## src/rtl/r8mbe_seq_mult_if.sv

```systemverilog
`default_nettype none
// ============================================================================
// Module   : r8mbe_seq_mult_if
// Brief    : Operand/result handshake bundle for the sequential R8-MBE multiplier.
// Revision : 1.0
// ============================================================================
interface r8mbe_seq_mult_if #(
  parameter int WIDTH = 24
);
  logic                   in_valid;
  logic                   in_ready;
  logic [WIDTH-1:0]       a_i;
  logic [WIDTH-1:0]       b_i;
  logic                   abort;
  logic                   busy;
  logic                   out_valid;
  logic                   out_ready;
  logic [2*WIDTH-1:0]     product_o;

  modport master (
    output in_valid, a_i, b_i, abort, out_ready,
    input  in_ready, busy, out_valid, product_o
  );

  modport slave (
    input  in_valid, a_i, b_i, abort, out_ready,
    output in_ready, busy, out_valid, product_o
  );
endinterface
`default_nettype wire

```

## src/rtl/r8mbe_seq_mult.sv

```systemverilog
`default_nettype none
// ============================================================================
// Module   : r8mbe_seq_mult
// Brief    : Iterative radix-8 modified-Booth 24x24 unsigned multiplier, one digit/cycle.
// Revision : 1.0
// ============================================================================
module r8mbe_seq_mult #(
  parameter int WIDTH = 24
) (
  input  logic              clk,
  input  logic              rst,
  r8mbe_seq_mult_if.slave   bus
);
  localparam int NDIG = WIDTH / 3 + 1;
  localparam int CNTW = $clog2(NDIG);
  localparam int ACCW = 2 * WIDTH + 2;
  localparam int MW   = WIDTH + 3;

  typedef enum logic [1:0] {
    IDLE = 2'd0,
    PRE  = 2'd1,
    RUN  = 2'd2,
    DONE = 2'd3
  } state_t;

  state_t               state_q, state_d;
  logic [CNTW-1:0]      cnt_q, cnt_d;
  logic [ACCW-1:0]      acc_q, acc_d;
  logic [WIDTH-1:0]     a_q, a_d;
  logic [WIDTH+2:0]     b_q, b_d;
  logic [WIDTH+1:0]     m3_q, m3_d;
  logic [2*WIDTH-1:0]   prod_q, prod_d;

  logic [3:0]           w_win;
  logic                 w_neg;
  logic [2:0]           w_mag;
  logic [MW-1:0]        w_sel;
  logic [MW-1:0]        w_mult;
  logic [ACCW-1:0]      w_addend;
  logic [ACCW-1:0]      w_acc_sum;

  // Window bit 0 is the overlap bit; the extra zero covers the top digit's MSB.
  assign w_win = 4'({1'b0, b_q} >> (3 * cnt_q));

  always_comb begin
    w_neg = 1'b0;
    w_mag = 3'd0;
    case (w_win)
      4'd1, 4'd2:   w_mag = 3'd1;
      4'd3, 4'd4:   w_mag = 3'd2;
      4'd5, 4'd6:   w_mag = 3'd3;
      4'd7:         w_mag = 3'd4;
      4'd8:         begin w_neg = 1'b1; w_mag = 3'd4; end
      4'd9, 4'd10:  begin w_neg = 1'b1; w_mag = 3'd3; end
      4'd11, 4'd12: begin w_neg = 1'b1; w_mag = 3'd2; end
      4'd13, 4'd14: begin w_neg = 1'b1; w_mag = 3'd1; end
      default:      ;
    endcase
  end

  always_comb begin
    w_sel = '0;
    case (w_mag)
      3'd1:    w_sel = {3'b000, a_q};
      3'd2:    w_sel = {2'b00, a_q, 1'b0};
      3'd3:    w_sel = {1'b0, m3_q};
      3'd4:    w_sel = {1'b0, a_q, 2'b00};
      default: w_sel = '0;
    endcase
  end

  assign w_mult    = w_neg ? ((~w_sel) + MW'(1)) : w_sel;
  assign w_addend  = {{(ACCW-MW){w_mult[MW-1]}}, w_mult} << (3 * cnt_q);
  assign w_acc_sum = acc_q + w_addend;

  always_ff @(posedge clk or posedge rst) begin
    if (rst) begin
      state_q <= IDLE;
      cnt_q   <= '0;
      acc_q   <= '0;
      a_q     <= '0;
      b_q     <= '0;
      m3_q    <= '0;
      prod_q  <= '0;
    end else begin
      state_q <= state_d;
      cnt_q   <= cnt_d;
      acc_q   <= acc_d;
      a_q     <= a_d;
      b_q     <= b_d;
      m3_q    <= m3_d;
      prod_q  <= prod_d;
    end
  end

  always_comb begin
    state_d = state_q;
    cnt_d   = cnt_q;
    acc_d   = acc_q;
    a_d     = a_q;
    b_d     = b_q;
    m3_d    = m3_q;
    prod_d  = prod_q;
    case (state_q)
      IDLE: begin
        if (bus.in_valid) begin
          a_d     = bus.a_i;
          b_d     = {2'b00, bus.b_i, 1'b0};
          acc_d   = '0;
          state_d = PRE;
        end
      end
      PRE: begin
        if (bus.abort) begin
          state_d = IDLE;
        end else begin
          m3_d    = {2'b00, a_q} + {1'b0, a_q, 1'b0};
          cnt_d   = '0;
          state_d = RUN;
        end
      end
      RUN: begin
        if (bus.abort) begin
          state_d = IDLE;
        end else begin
          acc_d = w_acc_sum;
          cnt_d = cnt_q + CNTW'(1);
          if (cnt_q == CNTW'(NDIG - 1)) begin
            prod_d  = w_acc_sum[2*WIDTH-1:0];
            state_d = DONE;
          end
        end
      end
      DONE: begin
        if (bus.out_ready) begin
          state_d = IDLE;
        end
      end
      default: state_d = IDLE;
    endcase
  end

  assign bus.in_ready  = (state_q == IDLE);
  assign bus.busy      = (state_q == PRE) || (state_q == RUN);
  assign bus.out_valid = (state_q == DONE);
  assign bus.product_o = prod_q;

endmodule
`default_nettype wire
```

## src/flat_wrapper.sv

```systemverilog
// flat-port wrapper written by rule: the top's interface ports become plain ports
module r8mbe_seq_mult_flat 
#(
  parameter int WIDTH = 24
)
  (clk, rst, bus_in_valid, bus_a_i, bus_b_i, bus_abort, bus_out_ready, bus_in_ready, bus_busy, bus_out_valid, bus_product_o);
  r8mbe_seq_mult_if #(.WIDTH(WIDTH)) bus_i ();
  input  logic clk;
  input  logic rst;
  input wire logic [$bits(bus_i.in_valid)-1:0] bus_in_valid;
  input wire logic [$bits(bus_i.a_i)-1:0] bus_a_i;
  input wire logic [$bits(bus_i.b_i)-1:0] bus_b_i;
  input wire logic [$bits(bus_i.abort)-1:0] bus_abort;
  input wire logic [$bits(bus_i.out_ready)-1:0] bus_out_ready;
  output wire logic [$bits(bus_i.in_ready)-1:0] bus_in_ready;
  output wire logic [$bits(bus_i.busy)-1:0] bus_busy;
  output wire logic [$bits(bus_i.out_valid)-1:0] bus_out_valid;
  output wire logic [$bits(bus_i.product_o)-1:0] bus_product_o;
  assign bus_i.in_valid = bus_in_valid;
  assign bus_i.a_i = bus_a_i;
  assign bus_i.b_i = bus_b_i;
  assign bus_i.abort = bus_abort;
  assign bus_i.out_ready = bus_out_ready;
  assign bus_in_ready = bus_i.in_ready;
  assign bus_busy = bus_i.busy;
  assign bus_out_valid = bus_i.out_valid;
  assign bus_product_o = bus_i.product_o;
  r8mbe_seq_mult #(.WIDTH(WIDTH)) u_core (.clk(clk), .rst(rst), .bus(bus_i));
endmodule
```

## config.mk

```make
export PLATFORM = sky130hd
export DESIGN_NAME = r8mbe_seq_mult_flat
export DESIGN_NICKNAME = d
export VERILOG_FILES = /design/src/rtl/r8mbe_seq_mult_if.sv /design/src/rtl/r8mbe_seq_mult.sv /design/src/flat_wrapper.sv
export SDC_FILE = /design/constraint.sdc
export NUM_CORES = 1
export LEC_CHECK = 0
export BUFFER_PORTS_ARGS = -buffer_cell sky130_fd_sc_hd__buf_4
export CORE_MARGIN = 3
export CORE_UTILIZATION = 47
export DETAILED_ROUTE_END_ITERATION = 8
export GPL_TIMING_DRIVEN = 0
export PLACE_DENSITY = 0.67
export SKIP_LAST_GASP = 1
export SYNTH_ARGS = -nofsm -noshare
export SYNTH_HDL_FRONTEND = slang
export SYNTH_SLANG_ARGS = --single-unit
```

## constraint.sdc

```tcl
create_clock -name clk -period 10.7 [get_ports clk]
set_input_delay 0.535 -clock clk [delete_from_list [all_inputs] [get_ports clk]]
set_output_delay 0.535 -clock clk [all_outputs]
set_load 0.005 [all_outputs]
```

## Word level (Yosys, flattened, before mapping)

Index checks and enable logic that the tools add are counted.

| word-level totals | value |
|---|---|
| bits in registers | 178 |
| bits of input ports | 53 |
| output and inout port bits | 51 |
| word-level logic and storage cells | 74 |

| operators by class | value |
|---|---|
| $add $sub $neg | 4 |
| $mul | 1 |
| eq/ne operators | 27 |
| shifts and indexed selects | 2 |
| multiplexer cells | 16 |
| bitwise gates (word level) | 2 |
| reductions and logical operators | 15 |

Operators with widths:

| kind | number |
|---|---|
| one-hot mux 26 bit (4 select lines) | 1 |
| 2-to-1 mux 50 bit | 2 |
| one-hot mux 50 bit (2 select lines) | 1 |
| adder 50 bit | 1 |
| left shift 50 x 6 -> 50 bit | 1 |
| equality test 4 bit (second input constant) | 8 |
| adder 27 x 1 -> 27 bit (second input constant) | 1 |
| 2-to-1 mux 27 bit | 1 |
| inverter 26 -> 27 bit | 1 |
| adder 24 x 25 -> 26 bit | 1 |
| right shift 25 x 6 -> 4 bit | 1 |
| equality test 4 x 3 -> 1 bit (second input constant) | 4 |
| one-hot mux 3 bit (4 select lines) | 1 |
| AND reduction 3 bit | 4 |
| OR reduction 4 bit | 3 |
| 2-to-1 mux 2 bit | 5 |
| equality test 4 x 2 -> 1 bit (second input constant) | 2 |
| 2-to-1 mux 4 bit | 2 |
| != test 2 bit (second input constant) | 4 |
| one-hot mux 2 bit (4 select lines) | 1 |
| one-hot mux 4 bit (2 select lines) | 1 |
| OR reduction 7 bit | 1 |
| equality test 3 x 2 -> 1 bit (second input constant) | 2 |
| multiplier 2 x 4 -> 6 bit (first input constant) | 1 |
| other kinds (14) | 17 |

## Depth between registers and ports, before layout

| logic depth | value |
|---|---|
| depth after elaboration | 14 |
| gate-level depth with buffers | 54 |

## Worst setup path after synthesis

Ideal clock, no wire load.

| timing | value |
|---|---|
| path type | reg-to-reg |
| start | register u_core.cnt_q[0] |
| end | register u_core.acc_q[47] |
| setup time | 0.124 ns |
| data arrival time | 11.207 ns |
| data required time | 10.576 ns |
| slack | -0.631 ns |
| cell stages (with the launch flop) | 52 |
| buffers on the path | 14 |
| path through | dfrtp_1 > buf_2 > buf_2 > inv_1 > clkbuf_1 > buf_2 > buf_1 > ha_1 > clkbuf_1 > clkbuf_1 > clkbuf_1 > buf_1 > mux2i_1 > o21ai_0 > mux4_2 > o21ai_0 > nand2b_1 > ha_1 > [16 not listed] > nor2_1 > ha_1 > a21oi_1 > inv_1 > a21oi_1 > o21ai_0 > a31oi_1 > o31ai_1 > a221o_1 > a41oi_1 > o21ai_0 > a221oi_1 > o31ai_1 > a21bo_2 > o22ai_1 > and3_1 > nor4_1 > a211o_1 |

| on the way | value |
|---|---|
| longest elaborated chain between the ends | 14 |
| elaborated cells between the ends (all ways) | 35 |

Ends and longest elaborated chain:

| element | line | RTL |
|---|---|---|
| start: declaration | r8mbe_seq_mult.sv:27 | `logic [CNTW-1:0] cnt_q, cnt_d;` |
| start signal: assignment | r8mbe_seq_mult.sv:87 | `cnt_q <= cnt_d;` |
| multiplier 2 x 4 -> 6 bit (*) | r8mbe_seq_mult.sv:43, r8mbe_seq_mult.sv:73 |  |
| right shift 25 x 6 -> 4 bit | r8mbe_seq_mult.sv:43 | `assign w_win = 4'({1'b0, b_q} >> (3 * cnt_q));` |
| equality test 4 x 1 -> 1 bit, or another cell as far along | r8mbe_seq_mult.sv:48 | `case (w_win)` |
| OR reduction 4 bit (no line) / OR reduction 2 bit (equally long branches) | n/a |  |
| one-hot mux 3 bit (4 select lines) | r8mbe_seq_mult.sv:48 |  |
| equality test 3 bit, or another cell as far along | r8mbe_seq_mult.sv:63 | `case (w_mag)` |
| one-hot mux 26 bit (4 select lines) | r8mbe_seq_mult.sv:63 |  |
| inverter 26 -> 27 bit | r8mbe_seq_mult.sv:72 | `assign w_mult = w_neg ? ((~w_sel) + MW'(1)) : w_sel;` |
| adder 27 x 1 -> 27 bit | r8mbe_seq_mult.sv:72 |  |
| 2-to-1 mux 27 bit | r8mbe_seq_mult.sv:72 |  |
| left shift 50 x 6 -> 50 bit (*) | r8mbe_seq_mult.sv:73 | `assign w_addend = {{(ACCW-MW){w_mult[MW-1]}}, w_mult} << (3 * cnt_q);` |
| adder 50 bit (*) | r8mbe_seq_mult.sv:74 | `assign w_acc_sum = acc_q + w_addend;` |
| 2-to-1 mux 50 bit (*) | r8mbe_seq_mult.sv:123 | `if (bus.abort) begin` |
| one-hot mux 50 bit (2 select lines) (*) | r8mbe_seq_mult.sv:104 | `case (state_q)` |
| end signal: assignment | r8mbe_seq_mult.sv:80 | `acc_q <= '0;` |
| end signal: assignment | r8mbe_seq_mult.sv:88 | `acc_q <= acc_d;` |
| end: declaration | r8mbe_seq_mult.sv:28 | `logic [ACCW-1:0] acc_q, acc_d;` |

Every way passes the cells marked *; elsewhere a longest branch is shown, timed or not. The select of a mux whose other input is x is not followed.
A chain may end at the register's enable or synchronous reset.

## Worst setup path after layout

| timing | value |
|---|---|
| start | register u_core.cnt_q[0] |
| end | register u_core.prod_q[46] (netlist: u_core.bus.product_o[46]) |

| on the way | value |
|---|---|
| longest elaborated chain between the ends | 12 |
| elaborated cells between the ends (all ways) | 35 |

Ends and longest elaborated chain:

| element | line | RTL |
|---|---|---|
| multiplier 2 x 4 -> 6 bit | r8mbe_seq_mult.sv:43, r8mbe_seq_mult.sv:73 |  |
| right shift 25 x 6 -> 4 bit | r8mbe_seq_mult.sv:43 |  |
| equality test 4 x 1 -> 1 bit, or another cell as far along | r8mbe_seq_mult.sv:48 |  |
| OR reduction 4 bit (no line) / OR reduction 2 bit (equally long branches) | n/a |  |
| one-hot mux 3 bit (4 select lines) | r8mbe_seq_mult.sv:48 |  |
| equality test 3 bit, or another cell as far along | r8mbe_seq_mult.sv:63 |  |
| one-hot mux 26 bit (4 select lines) | r8mbe_seq_mult.sv:63 |  |
| inverter 26 -> 27 bit | r8mbe_seq_mult.sv:72 |  |
| adder 27 x 1 -> 27 bit | r8mbe_seq_mult.sv:72 |  |
| 2-to-1 mux 27 bit | r8mbe_seq_mult.sv:72 |  |
| left shift 50 x 6 -> 50 bit | r8mbe_seq_mult.sv:73 |  |
| adder 50 bit | r8mbe_seq_mult.sv:74 |  |
| end signal: assignment | r8mbe_seq_mult.sv:92 | `prod_q <= prod_d;` |
| end: declaration | r8mbe_seq_mult.sv:32 | `logic [2*WIDTH-1:0] prod_q, prod_d;` |

Several ways; a longest one is shown, not always the timed one.

==> impl_metrics.prom <==
# TYPE chip_impl_metric gauge
chip_impl_metric{name="max_freq",unit="MHz"} 94.8
chip_impl_metric{name="grt_start_max_net_pins",unit=""} 108
chip_impl_info{name="worst_setup_path_startpoint",value="u_core.cnt_q[0]"} 1
chip_impl_metric{name="yosys_warnings",unit=""} 0
chip_impl_metric{name="setup.reg_to_reg.worst_slack",unit="ps"} 150
chip_impl_metric{name="clkSlewWorstSetupHoldPaths",unit="ps"} 70
chip_impl_info{name="setup_cp_type",value="flop to flop"} 1
chip_impl_metric{name="timing.max_cap.violations",unit=""} 0
chip_impl_metric{name="die_area",unit="mm²"} 0.0329
chip_impl_info{name="hold_path.class",value="input port to async pin"} 1
chip_impl_metric{name="portBuffers",unit=""} 103
chip_impl_metric{name="drt-wirelength-per-cell",unit="µm"} 20.9
chip_impl_info{name="tritoncts",value="done"} 1
chip_impl_metric{name="die_width",unit="µm"} 181
chip_impl_metric{name="final_net_count",unit=""} 1986
chip_impl_metric{name="critical_path.max_stage_delay",unit="ps"} 520
chip_impl_metric{name="critical_path_peak_fanout",unit=""} 10
chip_impl_metric{name="antenna_cells",unit=""} 0
chip_impl_metric{name="hpwlAfterDp",unit="µm"} 34900
chip_impl_metric{name="num_vias",unit=""} 13827
chip_impl_metric{name="remaining_antenna_violation_count",unit=""} 0
chip_impl_metric{name="via_per_inst",unit=""} 6.16
chip_impl_metric{name="finalHoldViolCount",unit=""} 0
chip_impl_info{name="reg2reg_from",value="u_core.cnt_q[0]"} 1
chip_impl_info{name="timing.critical_path.to_type",value="flop"} 1
chip_impl_metric{name="yosys_register_bits",unit=""} 176
chip_impl_metric{name="maxSlewHeadroom",unit="%"} 29.5
chip_impl_metric{name="grt_first_pass_wirelength",unit="µm"} 73500
chip_impl_metric{name="synth.cell_area",unit="mm²"} 0.0144
chip_impl_metric{name="groute.usage.overall",unit="%"} 27.9
chip_impl_metric{name="timing.final.ws_setup",unit="ps"} 150
chip_impl_metric{name="utilization",unit="%"} 58.8
chip_impl_metric{name="critical_path_depth",unit=""} 44
chip_impl_metric{name="netlist-cell-type-count",unit=""} 91
chip_impl_metric{name="reg2regPathDepth",unit=""} 44
chip_impl_metric{name="place_ws",unit="ps"} -3900
chip_impl_metric{name="initial_utilization",unit="%"} 48.2
chip_impl_metric{name="worstPathArrival",unit="ps"} 10930
chip_impl_info{name="critical_path.endpoint",value="u_core.bus.product_o[46]"} 1
chip_impl_metric{name="route.detailed.drc",unit=""} 0
chip_impl_metric{name="number_of_synthesized_flops_with_an_enable_pin",unit=""} 0
chip_impl_info{name="path_delay_family",value="compound AO/OA/AOI/OAI gates"} 1
chip_impl_metric{name="placed_area",unit="mm²"} 0.0157
chip_impl_metric{name="syn2layout_area_growth",unit="%"} 21.9
chip_impl_metric{name="grt_pass1_vias",unit=""} 13254
chip_impl_info{name="crit_path_start_kind",value="flop"} 1
chip_impl_info{name="reg2reg_to",value="u_core.bus.product_o[46]"} 1
chip_impl_metric{name="dr.pass1.iters",unit=""} 9
chip_impl_metric{name="post-route-min-period",unit="ps"} 10550
chip_impl_metric{name="die_y",unit="µm"} 181
chip_impl_metric{name="timing.final.max_slew_violations",unit=""} 0
chip_impl_metric{name="path_buf_inv",unit=""} 11
chip_impl_info{name="crit_path_top_delay_cell",value="mux4_2"} 1
chip_impl_metric{name="clock-sinks",unit=""} 176
chip_impl_metric{name="cts_made_buffers",unit=""} 17
chip_impl_metric{name="crit_required",unit="ps"} 11080
chip_impl_metric{name="fp-row-count",unit=""} 63
chip_impl_metric{name="final_layout_size_suffix_gt1_share",unit="%"} 24.6
chip_impl_metric{name="grt_overflow_total",unit=""} 0
chip_impl_metric{name="top_level_ports",unit=""} 104
chip_impl_metric{name="syn_inst",unit=""} 1653
chip_impl_metric{name="setup_violating_endpoint_count_in_the_final_report",unit=""} 0
chip_impl_metric{name="worst_case_clock_buffer_depth",unit=""} 2
chip_impl_metric{name="share_of_the_yosys_chip_area_belonging_to_registers",unit="%"} 30.5
chip_impl_metric{name="timing.final.crit_share",unit="%"} 98.6
chip_impl_metric{name="placeableCoreArea",unit="mm²"} 0.0300
chip_impl_info{name="outcome",value="complete, no violations"} 1
chip_impl_metric{name="fin_area",unit="mm²"} 0.0176
chip_impl_metric{name="async_reset_ff_share",unit="%"} 100
chip_impl_metric{name="htree_levels",unit=""} 4
chip_impl_info{name="clock-root-buffer",value="clkbuf_16"} 1
chip_impl_metric{name="clock_latency_at_the_later_pin_of_the_worst_skew_pair",unit="ps"} 470
chip_impl_metric{name="tightestPinTransition",unit="ps"} 1050
chip_impl_metric{name="totalWireLength",unit="µm"} 46900
chip_impl_info{name="synth_flop_cell",value="dfrtp_1"} 1
chip_impl_metric{name="place.gp.congestion",unit=""} 1.02
chip_impl_metric{name="synth_area_per_cell",unit="µm²"} 8.74
chip_impl_metric{name="clock_skew",unit="ps"} 13.4
chip_impl_metric{name="fin_tns_setup",unit="ps"} 0
chip_impl_metric{name="synth_fp_nets",unit=""} 1796
chip_impl_metric{name="initial_antenna_violation_count",unit=""} 0
chip_impl_metric{name="drt_first_iter_violations",unit=""} 1483
-- worst min path at each step --
stage	from	to	slack (ps)	cells after the start
after floorplan	u_core.m3_q[11]	u_core.m3_q[11]	440	2
after global placement	u_core.m3_q[14]	u_core.m3_q[14]	460	2
after detailed placement	u_core.m3_q[19]	u_core.m3_q[19]	470	2
after CTS	rst	u_core.acc_q[3]	120	2
after global routing	rst	u_core.bus.product_o[2]	150	2
final	rst	u_core.acc_q[3]	110	2
-- flip-flops by register name, summed over array words and instances (netlist names) --
name	cells
u_core.cnt_q	4
u_core.acc_q	48
u_core.bus.product_o	48
u_core.a_q	24
u_core.state_q	2
u_core.m3_q	26
u_core.b_q	24
-- repair_timing --
action	4_1_cts	5_1_grt
buffers inserted	54	18
endpoints found under the hold margin	0	0
resized for setup	121	66
setup endpoints to repair	84	28
hold buffers	0	0
pin swaps	31	27
-- kinds of logic after synthesis --
logic type / after synthesis / synth area share, %
AOI/OAI and AO/OA: 517 / 23.7
and+or+nand+nor: 485 / 15.5
DFF: 176 / 30.5
muxes: 157 / 13.5
buffers and inverters: 152 / 4.22
adders and majority gates: 90 / 7.95
xor gates and xnor gates: 76 / 4.66
-- final cells by class --
class,count,area (µm²)
clock buffer,21,450
tap,390,488
sequential,176,4410
timing repair buffer,176,1340
multi-input combinational,1325,10000
clock inverter,11,131
buffer,89,522
fill,2663,12300
inverter,58,225
-- placed cells by master, fill, tap and decap left out, types with 28 or more instances in the layout --
cell and count:
xor2_1 28, nand3_1 38, o21ai_0 165, clkbuf_1 51, mux2i_1 49, a21oi_1 77
nor2_1 96, inv_1 55, dfrtp_1 175, mux2_2 76, nand2_1 210, buf_4 185
xnor2_1 46, ha_1 79
-- per-layer routing --
layer / vias up / global-route usage (%) / share of wire (%)
li1: 6511 / - / -
met1: 6661 / 37.1 / 43
met2: 554 / 45.8 / 47
met3: 101 / 4.01 / 6.3
met4: 0 / 11.1 / 4.1
met5: - / 0 / 0
-- synth_stat cells, types with 22 or more instances --
cell type,n,share of area (%)
mux2_2,76,5.9
nand3_1,38,1.3
a21oi_1,90,3.1
dfrtp_1,176,30
clkbuf_1,69,1.8
nor3_1,23,0.80
ha_1,87,7.5
o31ai_1,23,1.2
mux2i_1,57,3.9
o21ai_0,172,6.0
xnor2_1,47,2.8
mux4_2,22,3.4
nor2_1,99,2.6
inv_1,57,1.5
xor2_1,28,1.7
nand2_1,212,5.5
-- per-stage QoR --
step                hold WS (ps)  instances
floorplan                    443       1653
global placement             460       2146
detailed placement           467       2147
CTS                          118       2230
global route                 155       2246
finish                       110       2246
Power is left out: the tool's default activity adds up to more than one toggle a clock period on the data nets, which glitch-free logic cannot reach.
